<file path="src/rtl/shift_rows_stream.sv">
// AES/Rijndael ShiftRows / InvShiftRows applied per block on input acceptance,
// buffered in a 2-entry FIFO with valid/ready handshakes and a pop counter.
module shift_rows_stream #(
  parameter int NB    = 4,
  parameter int CNT_W = 16,
  localparam int W    = 32 * NB
) (
  input  logic             clk,
  input  logic             rst_n,
  input  logic             flush,
  input  logic             in_valid,
  output logic             in_ready,
  input  logic [W-1:0]     in_text,
  input  logic             in_mode,
  output logic             out_valid,
  input  logic             out_ready,
  output logic [W-1:0]     out_text,
  output logic             out_mode,
  output logic [CNT_W-1:0] blk_count
);

  if (!((NB == 4) || (NB == 6) || (NB == 8))) begin : g_bad_nb
    $error("shift_rows_stream: NB must be 4, 6 or 8");
  end

  // Rijndael row offsets; the 256-bit block uses a wider spread on rows 2 and 3.
  function automatic int f_offset(input int row);
    case (row)
      0:       return 0;
      1:       return 1;
      2:       return (NB == 8) ? 3 : 2;
      3:       return (NB == 8) ? 4 : 3;
      default: return 0;
    endcase
  endfunction

  function automatic logic [W-1:0] f_shift_rows(input logic [W-1:0] text, input logic mode);
    logic [W-1:0] res;
    int           src;
    res = '0;
    for (int r = 0; r < 4; r++) begin
      for (int c = 0; c < NB; c++) begin
        if (mode == 1'b0) begin
          src = (c + f_offset(r)) % NB;
        end else begin
          src = (c - f_offset(r) + NB) % NB;
        end
        res[W-1-8*(4*c+r) -: 8] = text[W-1-8*(4*src+r) -: 8];
      end
    end
    return res;
  endfunction

  logic [W-1:0]     r_mem_text [2];
  logic [1:0]       r_mem_mode;
  logic             r_wr_ptr;
  logic             r_rd_ptr;
  logic [1:0]       r_count;
  logic             r_in_ready;
  logic [CNT_W-1:0] r_blk_count;

  logic             w_push;
  logic             w_pop;
  logic [1:0]       w_count_nxt;
  logic [W-1:0]     w_xform;

  assign w_xform = f_shift_rows(in_text, in_mode);
  assign w_push  = in_valid && r_in_ready;
  assign w_pop   = (r_count != 2'd0) && out_ready;

  // Occupancy next-state; flush wins over any same-cycle push or pop.
  always_comb begin
    w_count_nxt = r_count;
    if (flush) begin
      w_count_nxt = 2'd0;
    end else if (w_push && !w_pop) begin
      w_count_nxt = r_count + 2'd1;
    end else if (w_pop && !w_push) begin
      w_count_nxt = r_count - 2'd1;
    end else begin
      w_count_nxt = r_count;
    end
  end

  // FIFO storage, pointers, occupancy, registered in_ready and pop counter.
  always_ff @(posedge clk or negedge rst_n) begin
    if (!rst_n) begin
      r_mem_text[0] <= '0;
      r_mem_text[1] <= '0;
      r_mem_mode    <= 2'b00;
      r_wr_ptr      <= 1'b0;
      r_rd_ptr      <= 1'b0;
      r_count       <= 2'd0;
      r_in_ready    <= 1'b0;
      r_blk_count   <= '0;
    end else begin
      if (flush) begin
        r_wr_ptr <= 1'b0;
        r_rd_ptr <= 1'b0;
      end else begin
        if (w_push) begin
          r_mem_text[r_wr_ptr] <= w_xform;
          r_mem_mode[r_wr_ptr] <= in_mode;
          r_wr_ptr             <= ~r_wr_ptr;
        end
        if (w_pop) begin
          r_rd_ptr    <= ~r_rd_ptr;
          r_blk_count <= r_blk_count + {{(CNT_W-1){1'b0}}, 1'b1};
        end
      end
      r_count    <= w_count_nxt;
      r_in_ready <= (w_count_nxt < 2'd2);
    end
  end

  assign in_ready  = r_in_ready;
  assign out_valid = (r_count != 2'd0);
  assign out_text  = r_mem_text[r_rd_ptr];
  assign out_mode  = r_mem_mode[r_rd_ptr];
  assign blk_count = r_blk_count;

endmodule

</file>
<file path="config.mk">
export PLATFORM = sky130hd
export DESIGN_NAME = shift_rows_stream
export DESIGN_NICKNAME = d
export VERILOG_FILES = /design/src/rtl/shift_rows_stream.sv
export SDC_FILE = /design/constraint.sdc
export NUM_CORES = 1
export LEC_CHECK = 0
export BUFFER_PORTS_ARGS = -buffer_cell sky130_fd_sc_hd__buf_2
export CORE_MARGIN = 4
export CORE_UTILIZATION = 25
export CTS_CLUSTER_DIAMETER = 120
export CTS_CLUSTER_SIZE = 28
export DETAILED_ROUTE_END_ITERATION = 8
export MAX_ROUTING_LAYER = met4
export SYNTH_ARGS = -nofsm -noshare
export SYNTH_HDL_FRONTEND = slang
export SYNTH_SLANG_ARGS = --single-unit
</file>
<file path="constraint.sdc">
create_clock -name clk -period 1.6 [get_ports clk]
set_input_delay 0 -clock clk [delete_from_list [all_inputs] [get_ports clk]]
set_output_delay 0 -clock clk [all_outputs]
set_load 0.005 [all_outputs]
</file>
Word-level counts from Yosys, hierarchy flattened
Cells that the tools add are included.

operators by class
  add/subtract/negate cells = 75
  order comparisons = 7
  shift-type cells = 16
  mux-type cells = 42
  bitwise operators = 37
  reduce and logical (&&, ||, !) cells = 45

operator list
  operator               count
  $shiftx 135x32->8      16
  $add 32x4->32 const B  16
  $mux 128               4
  $sub 8x32->32 const A  16
  $mux 27                16
  $add 3x32->32 const A  8
  $bwmux 256             1
  $mux 32                8
  $sub 3x32->32 const A  8
  $add 29x3->29 const B  8
  $add 2x32->32 const A  4
  $demux 128 s1          1
  $sub 1x32->32 const A  4
  $sub 2x32->32 const A  4
  $add 29x2->29 const B  4
  $reduce_or 2->1        32
  $and 1x1->1            32
  $add 16x1->16 const B  1
  $mux 1                 7
  $logic_and 1x1->1      6
  $mux 2                 3
  $reduce_bool 2->1      3
  $ge 2x2->1 const B     2
  $lt 1x2->1 const B     2
  11 further kinds       16

storage, ports and cells
  register bits = 279
  bits of input ports = 134
  output and inout port bits = 147

Logic depth before layout (Yosys ltp)
Gate-level depths: netlist of the first run.

  word-level depth = 10
  mapped depth = 7

Least setup slack after synthesis of the first run
OpenSTA, ideal clock, no wires.

  kind = reg2reg
  from = register r_count[0]
  to = register r_blk_count[15], in the netlist blk_count[15]
  arrival time = 1.617 ns
  slack = -0.140 ns
  stages on the path, launching flop included = 8
  cells stage by stage = dfrtp_1 -> inv_1 -> ha_1 -> or3b_1 -> buf_6 -> nor4_4 -> nand4_1 -> xnor2_1

on the way
  word-level cells in the longest chain between the ends = 3

ends and longest elaborated chain
  element                            RTL line  source
  start: declaration                 58        logic [1:0] r_count;
  start signal: assignment           111       r_count <= w_count_nxt;
  $reduce_bool 2->1                  69        assign w_pop = (r_count != 2'd0) && out_ready;
  $logic_and 1x1->1                  69
  $reduce_and 2->1 (no source line)  --
  end signal: assignment             108       r_blk_count <= r_blk_count + {{(CNT_W-1){1'b0}}, 1'b1};
  end: declaration                   60        logic [CNT_W-1:0] r_blk_count;

No other way between the ends.
A chain may end at the register's enable or synchronous reset.

Final worst setup path of the first run
  from = register r_rd_ptr
  to = output port out_text[12]

on the way
  word-level cells in the longest chain between the ends = 4

ends and longest elaborated chain
  element                                      RTL line  source
  start: declaration                           57        logic r_rd_ptr;
  start signal: assignment                     107       r_rd_ptr <= ~r_rd_ptr;
  $not 1->2 (implied by the code)              118       assign out_text = r_mem_text[r_rd_ptr];
  $mux 128 (implied by the code) (3 in a row)  118
  end: declaration                             17        output logic [W-1:0] out_text,

No other way between the ends. The select of a mux whose other input is x is not followed.

==> results of run 1 <==
## cells in the mapped netlist
library cell  instances
xnor2_1              12
a21o_1                1
o21ai_0              64
nand4bb_1             1
and3_1                1
nand2_1              75
nor4_1                1
nor2b_1               1
nor4_4                1
nand4_1               4
dfrtp_1             279
mux2i_1              64
and4_1                1
nor3_1                4
nand3_1               3
a21oi_1              65
ha_1                  2
nand4b_1              1
buf_6                 2
a22oi_1               1
nand2b_1              1
or3b_1                1
buf_2                36
and2_1                1
mux2_2              259
xor2_1                6
nor2_1               72
buf_1                 5
clkbuf_1             23
inv_1                 3
## critical path: cells and delay by family (launching register included)
kind | cells | cell delay [ns]
buffers and inverters | 3 | 0.51
muxes | 1 | 0.33
DFF | 1 | 0.47
## per-stage QoR
step	power, uW	hold WS [ns]	TNS (ns)	utilization (%)	setup slack, ns
finish	31240	0.01387	-26.18	37.95	-0.2384
CTS	29390	0.009891	-30.50	35.37	-0.2813
global placement	23520	-0.005580	-0.004403	30.68	-0.004403
detailed placement	23960	-0.007257	-0.02899	30.68	-0.02196
floorplan	18670	-0.2956	-0.01631	-	-0.01631
global route	33290	0.02426	-44.18	37.94	-0.3099
## power by group through the flow
stage	clock, uW	combinational [uW]	sequential (uW)
floorplan	0	7070	11600
global route	4700	16000	12500
detailed placement	0	11800	12100
finish	4280	14800	12200
CTS	4480	13000	11900
global placement	0	11700	11900
## area by class of cell
cell class | count | area, sq um | area share, %
Sequential cell | 279 | 6985 | 37.61
Multi-Input combinational cell | 642 | 5627 | 30.29
Timing Repair Buffer | 550 | 4678 | 25.19
Tap cell | 664 | 830.8 | 4.473
Clock buffer | 16 | 379.1 | 2.041
Clock inverter | 3 | 58.81 | 0.3166
Inverter | 3 | 11.26 | 0.06062
Antenna cell | 2 | 5.005 | 0.02694
## layout by cell type (no fill, tap or decap), types with 2 or more instances in the layout
cell / instances
nand2_1: 74
inv_2: 2
o21ai_0: 64
dfrtp_1: 278
nor2_1: 49
a21oi_1: 44
buf_8: 6
xor2_1: 6
a21oi_2: 21
buf_6: 23
mux2i_1: 64
mux2_4: 63
mux2_2: 196
dlygate4sd3_1: 163
diode_2: 2
clkbuf_16: 33
nand3_1: 3
nor3_1: 2
buf_4: 50
nand4_1: 4
nor2_4: 16
xnor2_1: 11
nor2_2: 7
buf_12: 16
buf_16: 8
buf_2: 266
## flip-flops by register name, indices dropped and copies added, names as in the netlist
register	count
blk_count	16
r_count	2
in_ready	1
r_rd_ptr	1
r_mem_text	256
r_wr_ptr	1
r_mem_mode	2
## worst max path at each step
stage,from,endpoint,cells after the start
after CTS,r_rd_ptr$_DFFE_PN0P_,out_text[84],4
after global routing,r_rd_ptr$_DFFE_PN0P_,out_text[5],4
after floorplan,r_count[1]$_DFF_PN0_,blk_count[15]$_DFFE_PN0P_,7
after global placement,r_count[1]$_DFF_PN0_,blk_count[15]$_DFFE_PN0P_,6
after detailed placement,r_count[1]$_DFF_PN0_,blk_count[15]$_DFFE_PN0P_,6
final,r_rd_ptr$_DFFE_PN0P_,out_text[12],4
## what timing repair did
item	4_1_cts	5_1_grt
setup buffers	7	19
endpoints found under the setup margin	132	243
hold buffers	163	0
pin swaps	2	8
cloned	3	20
endpoints found under the hold margin	543	0
resized for setup	19	161
## layer usage
| layer | vias up | track usage, % | share of wire (%) |
|---|---|---|---|
| met5 | - | - | 0 |
| met4 | 0 | 2.537 | 2.5 |
| met3 | 44 | 2.579 | 4.8 |
| met2 | 213 | 21.67 | 49 |
| met1 | 4765 | 15.92 | 44 |
| li1 | 4458 | - | - |
## cell families after synthesis
logic type,after synthesis
multiplexers,323
flip-flops,279
AND/OR/NAND/NOR,168
AO/OA/AOI/OAI,131
buffers and inverters,69
XOR/XNOR,18
adder cells (fa/ha/maj),2
==> out/results.ini, run 1 <==
[global_routing]
antenna_found_initial=1
grt_max_degree=61
grt_overflow=0
grt_pass1_wl_mm=53.81
grt_pass1_vias=9993
track_usage_pct=12.75

[timing]
finalHoldViolations=0
period_minus_slack_ns=1.838
worstMarginPinSlew_ns=0.5415
max_freq_ghz=0.5439
report.final.slew_viol_count=0
finalClockSkew_ns=0.02374
setup_viol=182
rsz0062_at_grt=true
setup_ws_ns=-0.2384
period_share_pct=114.9
relSlewSlack_pct=63.90

[place]
placed_cell_area_sq_um=15020
globalplace.congestion=0.8120
io_buffer_count=280
dp.cells=1926
dp_hpwl_mm=22.92

[worst_setup_path]
crit_path_start_kind=flip-flop
r2r_slack_ns=-0.06
max_stage_delay_ns=0.47
critPathKind=flip-flop to primary output
worst_path_max_delay_cell=dfrtp_4
reg2reg_depth=6
r2r_end=r_mem_text[142]$_DFFE_PN0P_
cp.arrival_ns=1.84
critPathCaptureType=primary output
required_ns=1.60
cp_max_fo=7
cp_cell_sequence=buf_6 -> clkbuf_16 -> mux2_2 -> buf_2
r2r-start=in_ready$_DFF_PN0_

[pwr]
ir_drop_uv=986.6
power.internal_uw=21010
power_frac_comb_pct=47.4
power_density_nw_per_um2=1682
leakage_uw=0.008415
netSwitchingFraction_pct=32.73
power_frac_seq_pct=38.9
p_clk_share_pct=13.7
switchingPower_uw=10220

[synthesis]
synth_area_leaders=dfrtp_1 56%, mux2_2 24%, mux2i_1 5.2%, a21oi_1 2.6%, o21ai_0 2.6%
yosys.area_share.xor_xnor_pct=1.271
synth_top_family_by_area=multiplexers
yosysSeqAreaShare_pct=56.29
netlist_instances=990
ys_types=30
synth-seq-cells=279
synth_fa_ha_area_share_pct=0.2018
synth_nets=1126
synth_compound_area_share_pct=5.326
yosysWarnings=0
synth_area_sq_um=12400
avgSynthCellArea_sq_um=12.53
synth-simple-area-share_pct=5.659
synth_mux_area_share_pct=28.68
yosysTopAreaCellShare_pct=56.29
yosys.area.top_type=dfrtp_1

[finish]
drive_gt1_share_pct=48.29
final_area_sq_um=18580
nets=1626
fillerInstances=4666
stdcell_count=2159
area_growth_pct=49.76

[clocking]
cts_buffer_depth=3
cts_num_sinks=279
cts_buffers=14
ctsRootBufferMaster=clkbuf_16
tritoncts=built
htreeDepth=1
clkSlewWorstSetupHoldPaths_ns=0.11
worstSkewPairLatency_ns=0.51

[min_path]
hold_path.class=primary input to async pin

[die]
die_area_sq_um=53240
fp.coreArea_sq_um=48950
start_util_pct=25.34
die_y_um=230.7
ios=281
rows=81
fp.dieW_um=230.7

[detailed_routing]
ant_nets=0
post_drt_via_cell_ratio=4.391
detail_route.iter0.violations=360
wl_per_cell_um=17.19
routed_wirelength_mm=37.10
vias=9480
drt_pass1_iterations=4
route.detailed.drc=0

[outcome]
violations=negative setup slack
status=finished, violations left

[job]
drv_cap=0

No activity file was read; power rests on OpenSTA's default activity.
==> run 2: changes to the inputs <==
--- a/config.mk
+++ b/config.mk
@@ -12,6 +12,9 @@
 export CTS_CLUSTER_SIZE = 28
 export DETAILED_ROUTE_END_ITERATION = 8
 export MAX_ROUTING_LAYER = met4
+export SETUP_SLACK_MARGIN = 0.02
+export SKIP_CTS_REPAIR_TIMING = 1
+export SLEW_MARGIN = 20
 export SYNTH_ARGS = -nofsm -noshare
 export SYNTH_HDL_FRONTEND = slang
 export SYNTH_SLANG_ARGS = --single-unit
==> out/results.ini, run 2 (same netlist as run 1, synthesis figures left out) <==
[finish]
nets=1638  ; +0.74%
area_growth_pct=53.20
layout_commonest_cell=dfrtp_1
largest_reg_flops=256  ; unchanged
top_register=r_mem_text
drive_gt1_share_pct=49.90  ; +1.6 points
mostFrequentLayoutCells=278 x dfrtp_1, 262 x buf_2, 192 x mux2_2
stdcell_count=2172  ; +0.60%

[timing]
max_freq_ghz=0.5358  ; -1.5%
worstMarginPinSlew_ns=0.5378  ; -0.003711 ns
finalClockSkew_ns=0.02200  ; -0.001734 ns
setup_ws_ns=-0.2665  ; -0.02804 ns
report.final.slew_viol_count=0  ; unchanged
relSlewSlack_pct=64.15  ; +0.25 points
period_minus_slack_ns=1.866  ; +0.02804 ns
rsz0062_at_grt=true
finalHoldViolations=0  ; unchanged
whs_ns=0.01314  ; -0.0007363 ns
period_share_pct=116.7  ; +1.8 points
setup_viol=192  ; +5.5%

[outcome]
status=finished, violations left
violations=negative setup slack

[pwr]
p_clk_share_pct=13.5  ; -0.2 points
power_density_nw_per_um2=1666  ; -0.93%
switchingPower_uw=10370  ; +1.5%
ir_drop_uv=1020  ; +3.3%
power_frac_comb_pct=47.8  ; +0.4 points
power.internal_uw=21280  ; +1.3%
leakage_uw=0.008631  ; +2.6%
power_frac_seq_pct=38.7  ; -0.2 points
netSwitchingFraction_pct=32.77  ; +0.038 points

[die]
fp.coreArea_sq_um=48950  ; unchanged
fp.dieW_um=230.7  ; unchanged
ios=281  ; unchanged
die_y_um=230.7  ; unchanged
start_util_pct=25.34  ; unchanged
rows=81  ; unchanged
die_area_sq_um=53240  ; unchanged

[clocking]
worstSkewPairLatency_ns=0.51  ; about the same
cts_buffer_depth=3  ; unchanged
tritoncts=built
htreeDepth=1  ; unchanged
cts_buffers=14  ; unchanged
clkSlewWorstSetupHoldPaths_ns=0.11  ; about the same
cts_num_sinks=279  ; unchanged
ctsRootBufferMaster=clkbuf_16

[worst_setup_path]
cp_max_fo=16  ; +9
critPathKind=flip-flop to primary output
cp.arrival_ns=1.87  ; +0.03 ns
crit_path_start_kind=flip-flop
required_ns=1.60  ; about the same
critPathCaptureType=primary output

[detailed_routing]
ant_nets=0  ; unchanged
vias=9613  ; +1.4%
routed_wirelength_mm=38.16  ; +2.9%
drt_pass1_iterations=4  ; unchanged
post_drt_via_cell_ratio=4.426  ; +0.80%
route.detailed.drc=0  ; unchanged
detail_route.iter0.violations=364  ; +1.1%
wl_per_cell_um=17.57  ; +2.2%

[global_routing]
grt_max_degree=61  ; unchanged
track_usage_pct=11.86  ; -0.90 points
grt_pass1_wl_mm=49.98  ; -7.1%
antenna_found_initial=4  ; +3
grt_overflow=0  ; unchanged
grt_pass1_vias=9104  ; -8.9%

[place]
dp.cells=1926  ; unchanged
globalplace.congestion=0.8120  ; unchanged
dp_hpwl_mm=22.92  ; unchanged
io_buffer_count=280  ; unchanged

[job]
drv_cap=0  ; unchanged

[min_path]
hold_path.class=primary input to async pin

[run 2: cell types whose count changed in the layout (fill, tap and decap cells not counted), sizes merged]
cell / previous run / this run
clkbuf: 34 / 41
buf: 369 / 374
diode: 2 / 3
[run 2: power by group through the flow]
stage / clock network (uW) / registers (uW) / logic (uW)
floorplan: 0 / 11600 / 7070
finish: 4280 / 12200 / 15100
global placement: 0 / 11900 / 11700
global route: 4700 / 12600 / 16400
CTS: 4480 / 11900 / 11900
detailed placement: 0 / 12100 / 11800
[run 2: through the flow]
step                      worst slack, ns  power (uW)  area (sq um)    TNS, ns  utilization (%)
final                             -0.2665       31660         19000     -27.61            38.82
after floorplan                  -0.01631       18670         12420   -0.01631                -
after detailed placement         -0.02196       23960         15020   -0.02899            30.68
after CTS                         -0.3546       28350         15450     -36.63            31.57
after global routing              -0.3470       33720         19000     -47.75            38.82
after global placement          -0.004403       23520         15020  -0.004403            30.68
[run 2: routing by layer]
layer / track usage (%) / part of all wire, % / vias up
li1: - / - / 4479
met1: 14.88 / 44 / 4893
met2: 19.47 / 50 / 212
met3: 3.245 / 4.4 / 29
met4: 2.255 / 1.5 / 0
met5: - / 0 / -
[run 2: worst paths after layout]
| path | cells after the start | slack (ns) | startpoint | to |
|---|---|---|---|---|
| worst max register to register | 8 | -0.06 | r_count[1]$_DFF_PN0_ | blk_count[12]$_DFFE_PN0P_ |
| worst min register to register | 2 | 0.49 | r_mem_text[18]$_DFFE_PN0P_ | r_mem_text[18]$_DFFE_PN0P_ |
| worst max-delay path | 4 | -0.27 | r_rd_ptr$_DFFE_PN0P_ | out_text[41] |
| min in group clk | 5 | 0.03 | in_valid | r_wr_ptr$_DFFE_PN0P_ |
| max in group asynchronous | 3 | 0.81 | rst_n | r_mem_text[34]$_DFFE_PN0P_ |
| worst min-delay path | 2 | 0.01 | rst_n | r_mem_text[137]$_DFFE_PN0P_ |
[run 2: worst max-delay path, cell delays in order, from the launching register on]
cell and delay (ns):
dfrtp_4 0.51, buf_12 0.17, buf_12 0.16, mux2_2 0.35, buf_2 0.13
[run 2: final cells by class]
class                   instances  area [sq um]
fillers                      4639         29950
flip-flops and latches        279          6985
multi-input cells             642          5751
repair buffers                562          4979
well taps                     664         830.8
clock buffers                  16         379.1
clock inverters                 3         58.81
inverters                       3         11.26
diodes                          3         7.507
==> run 3: changes to the inputs <==
--- a/config.mk
+++ b/config.mk
@@ -7,7 +7,7 @@
 export LEC_CHECK = 0
 export BUFFER_PORTS_ARGS = -buffer_cell sky130_fd_sc_hd__buf_2
 export CORE_MARGIN = 4
-export CORE_UTILIZATION = 25
+export CORE_UTILIZATION = 40
 export CTS_CLUSTER_DIAMETER = 120
 export CTS_CLUSTER_SIZE = 28
 export DETAILED_ROUTE_END_ITERATION = 8
==> out/results.ini, run 3 (same netlist as run 1, synthesis figures left out) <==
[outcome]
status=finished, violations left
violations=negative setup slack

[global_routing]
antenna_found_initial=1  ; -3
track_usage_pct=16.86  ; +5.0 points
grt_pass1_wl_mm=45.51  ; -8.9%
grt_max_degree=60  ; -1.6%
grt_pass1_vias=8586  ; -5.7%
grt_overflow=0  ; unchanged

[finish]
nets=1590  ; -2.9%
layout_commonest_cell=dfrtp_1
drive_gt1_share_pct=44.22  ; -5.7 points
final_util_pct=56.41  ; +18 points
area_growth_pct=39.13
top_register=r_mem_text
mostFrequentLayoutCells=277 x dfrtp_1, 265 x buf_2, 250 x mux2_2
largest_reg_flops=256  ; unchanged

[pwr]
ir_drop_uv=893.8  ; -12%
power_density_nw_per_um2=1669  ; +0.17%
leakage_uw=0.007940  ; -8.0%

[min_path]
hold_path.class=primary input to async pin

[timing]
finalHoldViolations=0  ; unchanged
period_share_pct=113.3  ; -3.3 points
period_minus_slack_ns=1.813  ; -0.05313 ns
max_freq_ghz=0.5515  ; +2.9%
setup_ws_ns=-0.2133  ; +0.05313 ns
report.final.slew_viol_count=0  ; unchanged
relSlewSlack_pct=70.91  ; +6.8 points
whs_ns=0.01653  ; +0.003396 ns
setup_viol=130  ; -32%
finalClockSkew_ns=0.01520  ; -0.006804 ns
fin_tns_setup_ns=-21.02  ; +6.588 ns
worstMarginPinSlew_ns=0.4364  ; -0.1014 ns
rsz0062_at_grt=true

[die]
ios=281  ; unchanged
rows=64  ; -21%
start_util_pct=40.55  ; +15 points
fp.dieW_um=184.1  ; -20%
fp.coreArea_sq_um=30590  ; -38%
die_y_um=184.1  ; -20%
die_area_sq_um=33890  ; -36%

[worst_setup_path]
r2r_end=blk_count[15]$_DFFE_PN0P_
cp.arrival_ns=1.81  ; -0.06 ns
critPathCaptureType=primary output
critPathKind=flip-flop to primary output
reg2reg_depth=6  ; -2
r2r-start=r_count[1]$_DFF_PN0_
crit_path_start_kind=flip-flop
cp_max_fo=7  ; -9
r2r_slack_ns=-0.01  ; +0.05 ns
required_ns=1.60  ; about the same

[clocking]
cts_num_sinks=279  ; unchanged
worstSkewPairLatency_ns=0.49  ; -0.02 ns
clkSlewWorstSetupHoldPaths_ns=0.11  ; about the same
ctsRootBufferMaster=clkbuf_16
cts_buffer_depth=3  ; unchanged
tritoncts=built
htreeDepth=1  ; unchanged
cts_buffers=13  ; -1

[detailed_routing]
route.detailed.drc=0  ; unchanged
routed_wirelength_mm=32.25  ; -16%
detail_route.iter0.violations=379  ; +4.1%
post_drt_via_cell_ratio=4.939  ; +12%
ant_nets=0  ; unchanged
drt_pass1_iterations=4  ; unchanged
wl_per_cell_um=17.42  ; -0.85%
vias=9143  ; -4.9%

[place]
dp_hpwl_mm=20.41  ; -11%
io_buffer_count=280  ; unchanged
globalplace.congestion=0.7606  ; -6.3%

[job]
drv_cap=0  ; unchanged

## run 3: cell count changes in the layout (fill, tap and decap cells not counted), moves of 4 or more
cell       before  now
mux2_2        192  250
mux2_4         67    9
nor2_1         42   71
a21oi_1        37   65
a21oi_2        28    0
nor2_4         24    0
buf_4          50   28
clkbuf_16      40   20
nor2_2          6    1
buf_16          8    4
buf_6          27   23
o21ai_0        60   64
## run 3: metal layers
layer,track usage [%],vias up,part of all wire (%)
met1,23.59,4531,45
met4,2.189,0,0.85
met2,26.58,217,48
met5,-,-,0
li1,-,4374,-
met3,3.197,21,5.3
## run 3: metrics by stage
step	worst slack (ns)	instances	power, uW	instance area, sq um
detailed placement	-0.04124	1655	23620	14710
global placement	0.01479	1655	23320	14710
CTS	-0.2731	1670	27330	15040
global route	-0.2610	1851	30840	17260
floorplan	-0.01631	990	18670	12420
finish	-0.2133	1851	28800	17260
## run 3: final cells by class
class                      instances  area [sq um]
fill                            2587         13330
sequential                       279          6987
multi-input combinational        642          5240
timing repair buffer             515          4188
tap                              396         495.5
clock buffer                      15         332.8
inverter                           3         11.26
antenna                            1         2.502
## run 3: worst max-delay path by stage
stage	start	end	slack [ns]	cells after the start
floorplan	r_count[1]$_DFF_PN0_	blk_count[15]$_DFFE_PN0P_	-0.02	7
global placement	r_count[0]$_DFFE_PN0P_	blk_count[15]$_DFFE_PN0P_	0.01	6
detailed placement	r_count[1]$_DFF_PN0_	blk_count[15]$_DFFE_PN0P_	-0.04	6
CTS	r_rd_ptr$_DFFE_PN0P_	out_mode	-0.27	3
global route	r_rd_ptr$_DFFE_PN0P_	out_text[20]	-0.26	4
finish	r_rd_ptr$_DFFE_PN0P_	out_text[14]	-0.21	4
## run 3: critical path, cell delays in order, from the launching register on
cell and delay [ns]:
dfrtp_4 0.55, buf_12 0.17, clkbuf_16 0.17, mux2_4 0.31, buf_6 0.12
## run 3: report_power, final
| part | switching (uW) | internal [uW] |
|---|---|---|
| logic | 5470 | 7710 |
| clock network | 2170 | 1500 |
| registers | 1610 | 10300 |
